File: config.mk
export PLATFORM = sky130hd
export DESIGN_NAME = uart_tx_serializer_flat
export DESIGN_NICKNAME = d
export VERILOG_FILES = /design/src/rtl/uart_tx_serializer_if.sv /design/src/rtl/uart_tx_serializer.sv /design/src/flat_wrapper.sv
export SDC_FILE = /design/constraint.sdc
export NUM_CORES = 1
export LEC_CHECK = 0
export CAP_MARGIN = 5
export CORE_UTILIZATION = 60
export DETAILED_ROUTE_END_ITERATION = 10
export GPL_ROUTABILITY_DRIVEN = 0
export GPL_TIMING_DRIVEN = 0
export HOLD_SLACK_MARGIN = 0.08
export PLACE_DENSITY = 0.84
export SLEW_MARGIN = 20
export SYNTH_ARGS = -nofsm -noshare
export SYNTH_HDL_FRONTEND = slang
export SYNTH_SLANG_ARGS = --single-unit
File: constraint.sdc
create_clock -name clk -period 3.1 [get_ports clk]
set_clock_uncertainty 0.15 [all_clocks]
set_input_delay 0.62 -clock clk [delete_from_list [all_inputs] [get_ports clk]]
set_output_delay 0.62 -clock clk [all_outputs]
set_load 0.02 [all_outputs]
File: src/rtl/uart_tx_serializer_if.sv
// Handshake bundle between the UART controller (master) and the TX serializer (slave).
// Carries the start strobe and data byte one way, and busy/done/serial line the other.
interface uart_tx_serializer_if;
   logic       i_start;
   logic [7:0] i_data;
   logic       o_busy;
   logic       o_done;
   logic       o_tx;

   modport master (output i_start, output i_data, input o_busy, input o_done, input o_tx);
   modport slave  (input i_start, input i_data, output o_busy, output o_done, output o_tx);
endinterface

File: src/rtl/uart_tx_serializer.sv
// 8N1/8N2 UART transmit serializer with an internal baud divider.
// Accepts a byte on a start strobe while idle and reports busy/done per frame.
module uart_tx_serializer #(
   parameter int CLKS_PER_BIT = 434,
   parameter int STOP_BITS    = 1
) (
   input  logic                 clk,
   input  logic                 reset,
   uart_tx_serializer_if.slave  tx_if
);
   localparam int               CNT_W     = $clog2(CLKS_PER_BIT);
   localparam logic [CNT_W-1:0] CNT_MAX   = CNT_W'(CLKS_PER_BIT - 1);
   localparam logic [2:0]       STOP_LAST = 3'(STOP_BITS - 1);

   typedef enum logic [1:0] {S_IDLE, S_START, S_DATA, S_STOP} state_t;

   state_t           state_q, state_d;
   logic [CNT_W-1:0] baud_cnt_q, baud_cnt_d;
   logic [2:0]       bit_idx_q, bit_idx_d;
   logic [7:0]       shift_q, shift_d;
   logic             tx_q, tx_d;
   logic             busy_q, busy_d;
   logic             done_q, done_d;
   logic             bit_end;

   assign bit_end = (baud_cnt_q == CNT_MAX);

   always_ff @(posedge clk or posedge reset) begin
      if (reset) begin
         state_q    <= S_IDLE;
         baud_cnt_q <= '0;
         bit_idx_q  <= '0;
         shift_q    <= '0;
         tx_q       <= 1'b1;
         busy_q     <= 1'b0;
         done_q     <= 1'b0;
      end else begin
         state_q    <= state_d;
         baud_cnt_q <= baud_cnt_d;
         bit_idx_q  <= bit_idx_d;
         shift_q    <= shift_d;
         tx_q       <= tx_d;
         busy_q     <= busy_d;
         done_q     <= done_d;
      end
   end

   always_comb begin
      state_d    = state_q;
      baud_cnt_d = baud_cnt_q;
      bit_idx_d  = bit_idx_q;
      shift_d    = shift_q;
      tx_d       = tx_q;
      busy_d     = busy_q;
      done_d     = 1'b0;

      // The divider free-runs through every non-idle state and wraps at each bit boundary.
      if (state_q != S_IDLE) begin
         baud_cnt_d = bit_end ? '0 : baud_cnt_q + CNT_W'(1);
      end

      case (state_q)
         S_IDLE: begin
            tx_d   = 1'b1;
            busy_d = 1'b0;
            if (tx_if.i_start) begin
               shift_d    = tx_if.i_data;
               baud_cnt_d = '0;
               bit_idx_d  = '0;
               tx_d       = 1'b0;
               busy_d     = 1'b1;
               state_d    = S_START;
            end
         end
         S_START: begin
            if (bit_end) begin
               tx_d    = shift_q[0];
               state_d = S_DATA;
            end
         end
         S_DATA: begin
            if (bit_end) begin
               if (bit_idx_q == 3'd7) begin
                  bit_idx_d = '0;
                  tx_d      = 1'b1;
                  state_d   = S_STOP;
               end else begin
                  bit_idx_d = bit_idx_q + 3'd1;
                  shift_d   = {1'b0, shift_q[7:1]};
                  tx_d      = shift_q[1];
               end
            end
         end
         S_STOP: begin
            // bit_idx is reused to count stop bits so 8N2 needs no extra counter.
            if (bit_end) begin
               if (bit_idx_q == STOP_LAST) begin
                  bit_idx_d = '0;
                  busy_d    = 1'b0;
                  done_d    = 1'b1;
                  state_d   = S_IDLE;
               end else begin
                  bit_idx_d = bit_idx_q + 3'd1;
               end
            end
         end
         default: state_d = S_IDLE;
      endcase
   end

   assign tx_if.o_tx   = tx_q;
   assign tx_if.o_busy = busy_q;
   assign tx_if.o_done = done_q;
endmodule

File: src/flat_wrapper.sv
// flat-port wrapper written by rule: the top's interface ports become plain ports
module uart_tx_serializer_flat 
#(
   parameter int CLKS_PER_BIT = 434,
   parameter int STOP_BITS    = 1
)
  (clk, reset, tx_if_i_start, tx_if_i_data, tx_if_o_busy, tx_if_o_done, tx_if_o_tx);
  uart_tx_serializer_if tx_if_i ();
  input  logic clk;
  input  logic reset;
  input wire logic [$bits(tx_if_i.i_start)-1:0] tx_if_i_start;
  input wire logic [$bits(tx_if_i.i_data)-1:0] tx_if_i_data;
  output wire logic [$bits(tx_if_i.o_busy)-1:0] tx_if_o_busy;
  output wire logic [$bits(tx_if_i.o_done)-1:0] tx_if_o_done;
  output wire logic [$bits(tx_if_i.o_tx)-1:0] tx_if_o_tx;
  assign tx_if_i.i_start = tx_if_i_start;
  assign tx_if_i.i_data = tx_if_i_data;
  assign tx_if_o_busy = tx_if_i.o_busy;
  assign tx_if_o_done = tx_if_i.o_done;
  assign tx_if_o_tx = tx_if_i.o_tx;
  uart_tx_serializer #(.CLKS_PER_BIT(CLKS_PER_BIT), .STOP_BITS(STOP_BITS)) u_core (.clk(clk), .reset(reset), .tx_if(tx_if_i));
endmodule
; After elaboration in Yosys (flattened, before gate mapping)
; Cells that the tools add are included.
; Widths: inputs -> output; s select.
[totals]
regBits = 25
in_bits = 11
out_inout_bits = 3
word_cells = 66
[op_classes]
add_sub_neg = 2
n_eq_ne = 12
mux = 33
n_reduce_logical = 12
[op_table]
columns = op, n
row1 = $mux 9, 4
row2 = $mux 8, 3
row3 = $pmux 8 s2, 1
row4 = $mux 3, 5
row5 = $mux 2, 6
row6 = $mux 1, 10
row7 = $ne 2x1->1 const B, 5
row8 = $add 9x1->9 const B, 1
row9 = $eq 9x9->1 const B, 1
row10 = $pmux 3 s3, 1
row11 = $pmux 2 s4, 1
row12 = $reduce_and 4->1, 2
row13 = $reduce_and 3->1, 2
row14 = $reduce_and 6->1, 1
row15 = $reduce_bool 2->1, 3
row16 = $reduce_bool 3->1, 2
row17 = $eq 2x2->1 const B, 2
row18 = $ne 2x2->1 const B, 2
row19 = $add 3x1->3 const B, 1
row20 = $eq 3x3->1 const B, 1
row21 = $logic_not 3->1, 1
row22 = $pmux 1 s3, 1
row23 = $eq 2x1->1 const B, 1
row24 = $logic_not 2->1, 1
row25 = $pmux 1 s2, 1

; Depth between registers and ports, before layout
[depth]
ltp_word = 5
depth_mapped = 7
depth_no_buf = 6

; Least setup slack after synthesis
; Ideal clock, no wire load.
[synth_path]
path_kind = flip-flop to flip-flop
from = reg u_core.baud_cnt_q[0]
to = reg u_core.state_q[1]
setup_ns = 0.125
arrival_time_ns = 1.587
required_ns = 2.825
slack_ns = 1.238
path_stages_with_launch = 7
path_buffers = 1
synth_period_minus_slack_ns = 1.862
path_cell_list = dfrtp_1 -> ha_1 -> and4b_4 -> and2_4 -> buf_8 -> o211ai_4 -> mux2_4
[synth_between]
elab_chain_len = 3
word_cells_on_any_way = 5
cone_classes = eq/ne (4) / reduce/logical (1)
[synth_lines]
columns = element, line
row1 = from (decl), uart_tx_serializer.sv:18  ; logic [CNT_W-1:0] baud_cnt_q, baud_cnt_d;
row2 = from (signal assigned), uart_tx_serializer.sv:39  ; baud_cnt_q <= baud_cnt_d;
row3 = $eq 9x9->1 *, uart_tx_serializer.sv:26  ; assign bit_end = (baud_cnt_q == CNT_MAX);
row4 = $ne 2x1->1 (no line), -
row5 = $reduce_and 6->1 (no line) *, -
row6 = to (signal assigned), uart_tx_serializer.sv:38  ; state_q <= state_d;
row7 = to (decl), uart_tx_serializer.sv:17  ; state_t state_q, state_d;
; Every way passes the cells marked *; elsewhere a longest branch is shown, timed or not.
; A chain may end at the register's enable or synchronous reset.

; Worst setup path in the final report
[layout_path]
from = reg u_core.tx_q, in the netlist u_core.tx_if.o_tx
to = out tx_if_o_tx
[layout_lines]
columns = element, line
row1 = from (decl), uart_tx_serializer.sv:21  ; logic tx_q, tx_d;
row2 = from (signal assigned), uart_tx_serializer.sv:42  ; tx_q <= tx_d;
row3 = to (decl), flat_wrapper.sv:15  ; output wire logic [$bits(tx_if_i.o_tx)-1:0] tx_if_o_tx;
; No word-level cell between the ends.

==> results.json <==
{
  "outcome": "finished clean",
  "p_leak_uw": 0.000752,
  "period_needed_ps": 2240,
  "cts.repair.resized": 0,
  "synth_warnings": 0,
  "crit_path_top_delay_cell": "clkdlybuf4s50_1",
  "synth_async_sr_flop_share_pct": 100,
  "cts_root_buffer": "clkbuf_4",
  "fin_nets": 178,
  "number_of_synthesized_flops_with_an_enable_pin": 0,
  "detail_route.wirelength_microns": 3000,
  "drv_slew": 0,
  "most_used_flip_flop_cell_after_synthesis": "dfrtp_1",
  "floorplan.core_area_sq_um": 2250,
  "grt_antenna_before_repair": 0,
  "cts_hold_buf": 0,
  "worstSkewPairLatency_ps": 320,
  "detail_route.first_pass.iterations": 4,
  "grt_start_max_net_pins": 26,
  "timing.final.crit_share_pct": 72.2,
  "synth_top_area_share_pct": 41.0,
  "final_hold_viol_count": 0,
  "die_h_microns": 51.4,
  "initial_core_util_pct": 65.0,
  "fp.dieW_microns": 51.4,
  "synthesis.nets": 160,
  "synth_largest_area_cell": "dfrtp_1",
  "globalRouteTotalUtil_pct": 25.9,
  "tritoncts": "built",
  "p_total_uw": 497,
  "clk_pin_slew_worst_paths_ps": 140,
  "max_slew.worst_pin.slew_ps": 931,
  "avgRoutedWirePerCell_microns": 16.2,
  "path_max_fanout": 2,
  "worstSetupPathType": "reg -> out",
  "wire_length_of_the_first_global_routing_pass_microns": 5150,
  "worstPathBufferInverterCount": 1,
  "yosys-top-cells-count": "dfrtp_1 (24), ha_1 (9), nand2_1 (9), o21ai_0 (9)",
  "timing.slew.headroom_pct": 37.9,
  "postCtsSetupBuffers": 0,
  "grt_setup_unrepaired": "false",
  "cpLargestDelayFamily": "buffers and inverters",
  "worstHoldPathType": "reg -> reg",
  "biggest_cell_delay_along_the_critical_path_ps": 590,
  "end_kind": "primary output",
  "clock_sinks": 25,
  "floorplan.rows": 17,
  "irDropWorstVdd_mv": 0.237,
  "nFillCells": 174,
  "cellPowerDensity_nw_per_um2": 300,
  "ctsLongestPathBuffers": 2,
  "drt_drc_violations_left": 0,
  "n_antenna_cell": 0,
  "synthToLayoutAreaGrowth_pct": 13.1,
  "drt.antenna.violating_nets": 0,
  "die-area_sq_um": 2650,
  "detail_route.vias_per_cell": 6.52,
  "cts_made_buffers": 3,
  "synthesis.area_sq_um": 1470,
  "yosys.cell_count.top_type": "dfrtp_1",
  "drive_above_1_share_pct": 14.0,
  "startpoint_type": "register",
  "synth_top_cells_by_area": "dfrtp_1 (41%), ha_1 (7.7%), o32a_1 (4.8%)",
  "postSynthCellCount": 140,
  "syn_area_per_cell_sq_um": 10.5,
  "cts_htree_levels": 1,
  "drt_first_iter_violations": 50,
  "gr-total-overflow": 0,
  "reg2reg_setup_slack_ps": 960,
  "critical_path_arrival_ps": 1470,
  "ys_ff_latch": 25,
  "ys_types": 45,
  "port-buffer-count": 13,
  "first_global_vias": 1167,
  "cap_violations": 0,
  "cp_cell_sequence": "clkdlybuf4s50_1",
  "worstPathRequired_ps": 2330,
  "dp_hpwl_microns": 2180,
  "max_freq_ghz": 0.447,
  "top_level_ports": 14,
  "routed-via-count": 1206,
  "final-setup-viol-count": 0,
  "tns_ps": 0,
  "synth-seq-area-share_pct": 42.7
}
==> where the power goes <==
group | switching [uW] | internal [uW] | leakage (uW) | total [uW]
clock network | 97.0 | 50.3 | 0.0000150 | 147
registers | 0.325 | 327 | 0.000305 | 328
logic | 9.37 | 12.8 | 0.000433 | 22.1
total | 107 | 390 | 0.000752 | 497
==> state kept, by name, summed over array words and instances, names as in the netlist <==
signal               count
u_core.baud_cnt_q        9
u_core.shift_q           8
u_core.bit_idx_q         3
u_core.state_q           2
u_core.tx_if.o_busy      1
u_core.tx_if.o_done      1
u_core.tx_if.o_tx        1
==> layer usage <==
| metal | up-vias | GRT usage [%] | routed length (microns) |
|---|---|---|---|
| li1 | 553 | - | - |
| met1 | 605 | 36.1 | 1350 |
| met2 | 40 | 41.8 | 1440 |
| met3 | 8 | 2.68 | 163 |
| met4 | 0 | 8.11 | 40 |
| met5 | - | 0 | 0 |
==> path summary, 6_finish.rpt <==
check                                       end  cells past startpoint               from
max                                  tx_if_o_tx                      1  u_core.tx_if.o_tx
min                           u_core.shift_q[3]                      1  u_core.shift_q[3]
max reg2reg                   u_core.shift_q[0]                      7  u_core.state_q[0]
min reg2reg                   u_core.shift_q[3]                      1  u_core.shift_q[3]
max in group asynchronous  u_core.baud_cnt_q[1]                      2              reset
min in group asynchronous   u_core.tx_if.o_busy                      2              reset
==> cells by family after synthesis <==
logic type,after synthesis,synth area share [%]
AOI/OAI and AO/OA,49,25.6
and+or+nand+nor,37,15.2
DFF,25,42.7
buffers and inverters,15,4.86
adders and majority gates,9,7.68
muxes,5,3.92
==> cell usage in the layout, fill, tap and decap left out, types with 2 or more instances in the layout <==
cell             netlist  routed
and4b_4                2       2
mux2i_1                2       2
o31ai_1                2       2
inv_1                  8       8
o32a_1                 7       7
nand3_1                2       2
dfrtp_1               24      24
nand2b_1               2       2
nor2b_1                5       5
a21oi_1                4       4
o21ai_0                9       9
clkbuf_1               3       4
o22ai_1                2       2
nand2_1                9       9
nor2_1                 8       8
o21a_1                 7       7
clkbuf_4               0       3
nor3_1                 2       2
a31oi_1                5       5
clkdlybuf4s50_1        0      13
ha_1                   9       9
buf_2                  3       3
==> through the flow <==
step	cells	area (sq um)	utilization [%]	hold slack (ps)	setup WS (ps)
after floorplan	140	1470	-	297	1240
after global placement	181	1630	72.4	326	857
after detailed placement	181	1630	72.4	334	827
after CTS	185	1660	73.5	365	862
after global routing	185	1660	73.5	381	685
final	185	1660	73.5	365	861
==> final cells by class <==
class | instances | area [sq um] | area share [%]
inverters | 8 | 30.0 | 1.81
clock buffers | 4 | 26.3 | 1.58
well taps | 28 | 35.0 | 2.11
repair buffers | 13 | 130 | 7.85
multi-input cells | 100 | 768 | 46.3
plain buffers | 7 | 41.3 | 2.49
flip-flops and latches | 25 | 627 | 37.8
Note: power is estimated with default switching activity, not from simulation.
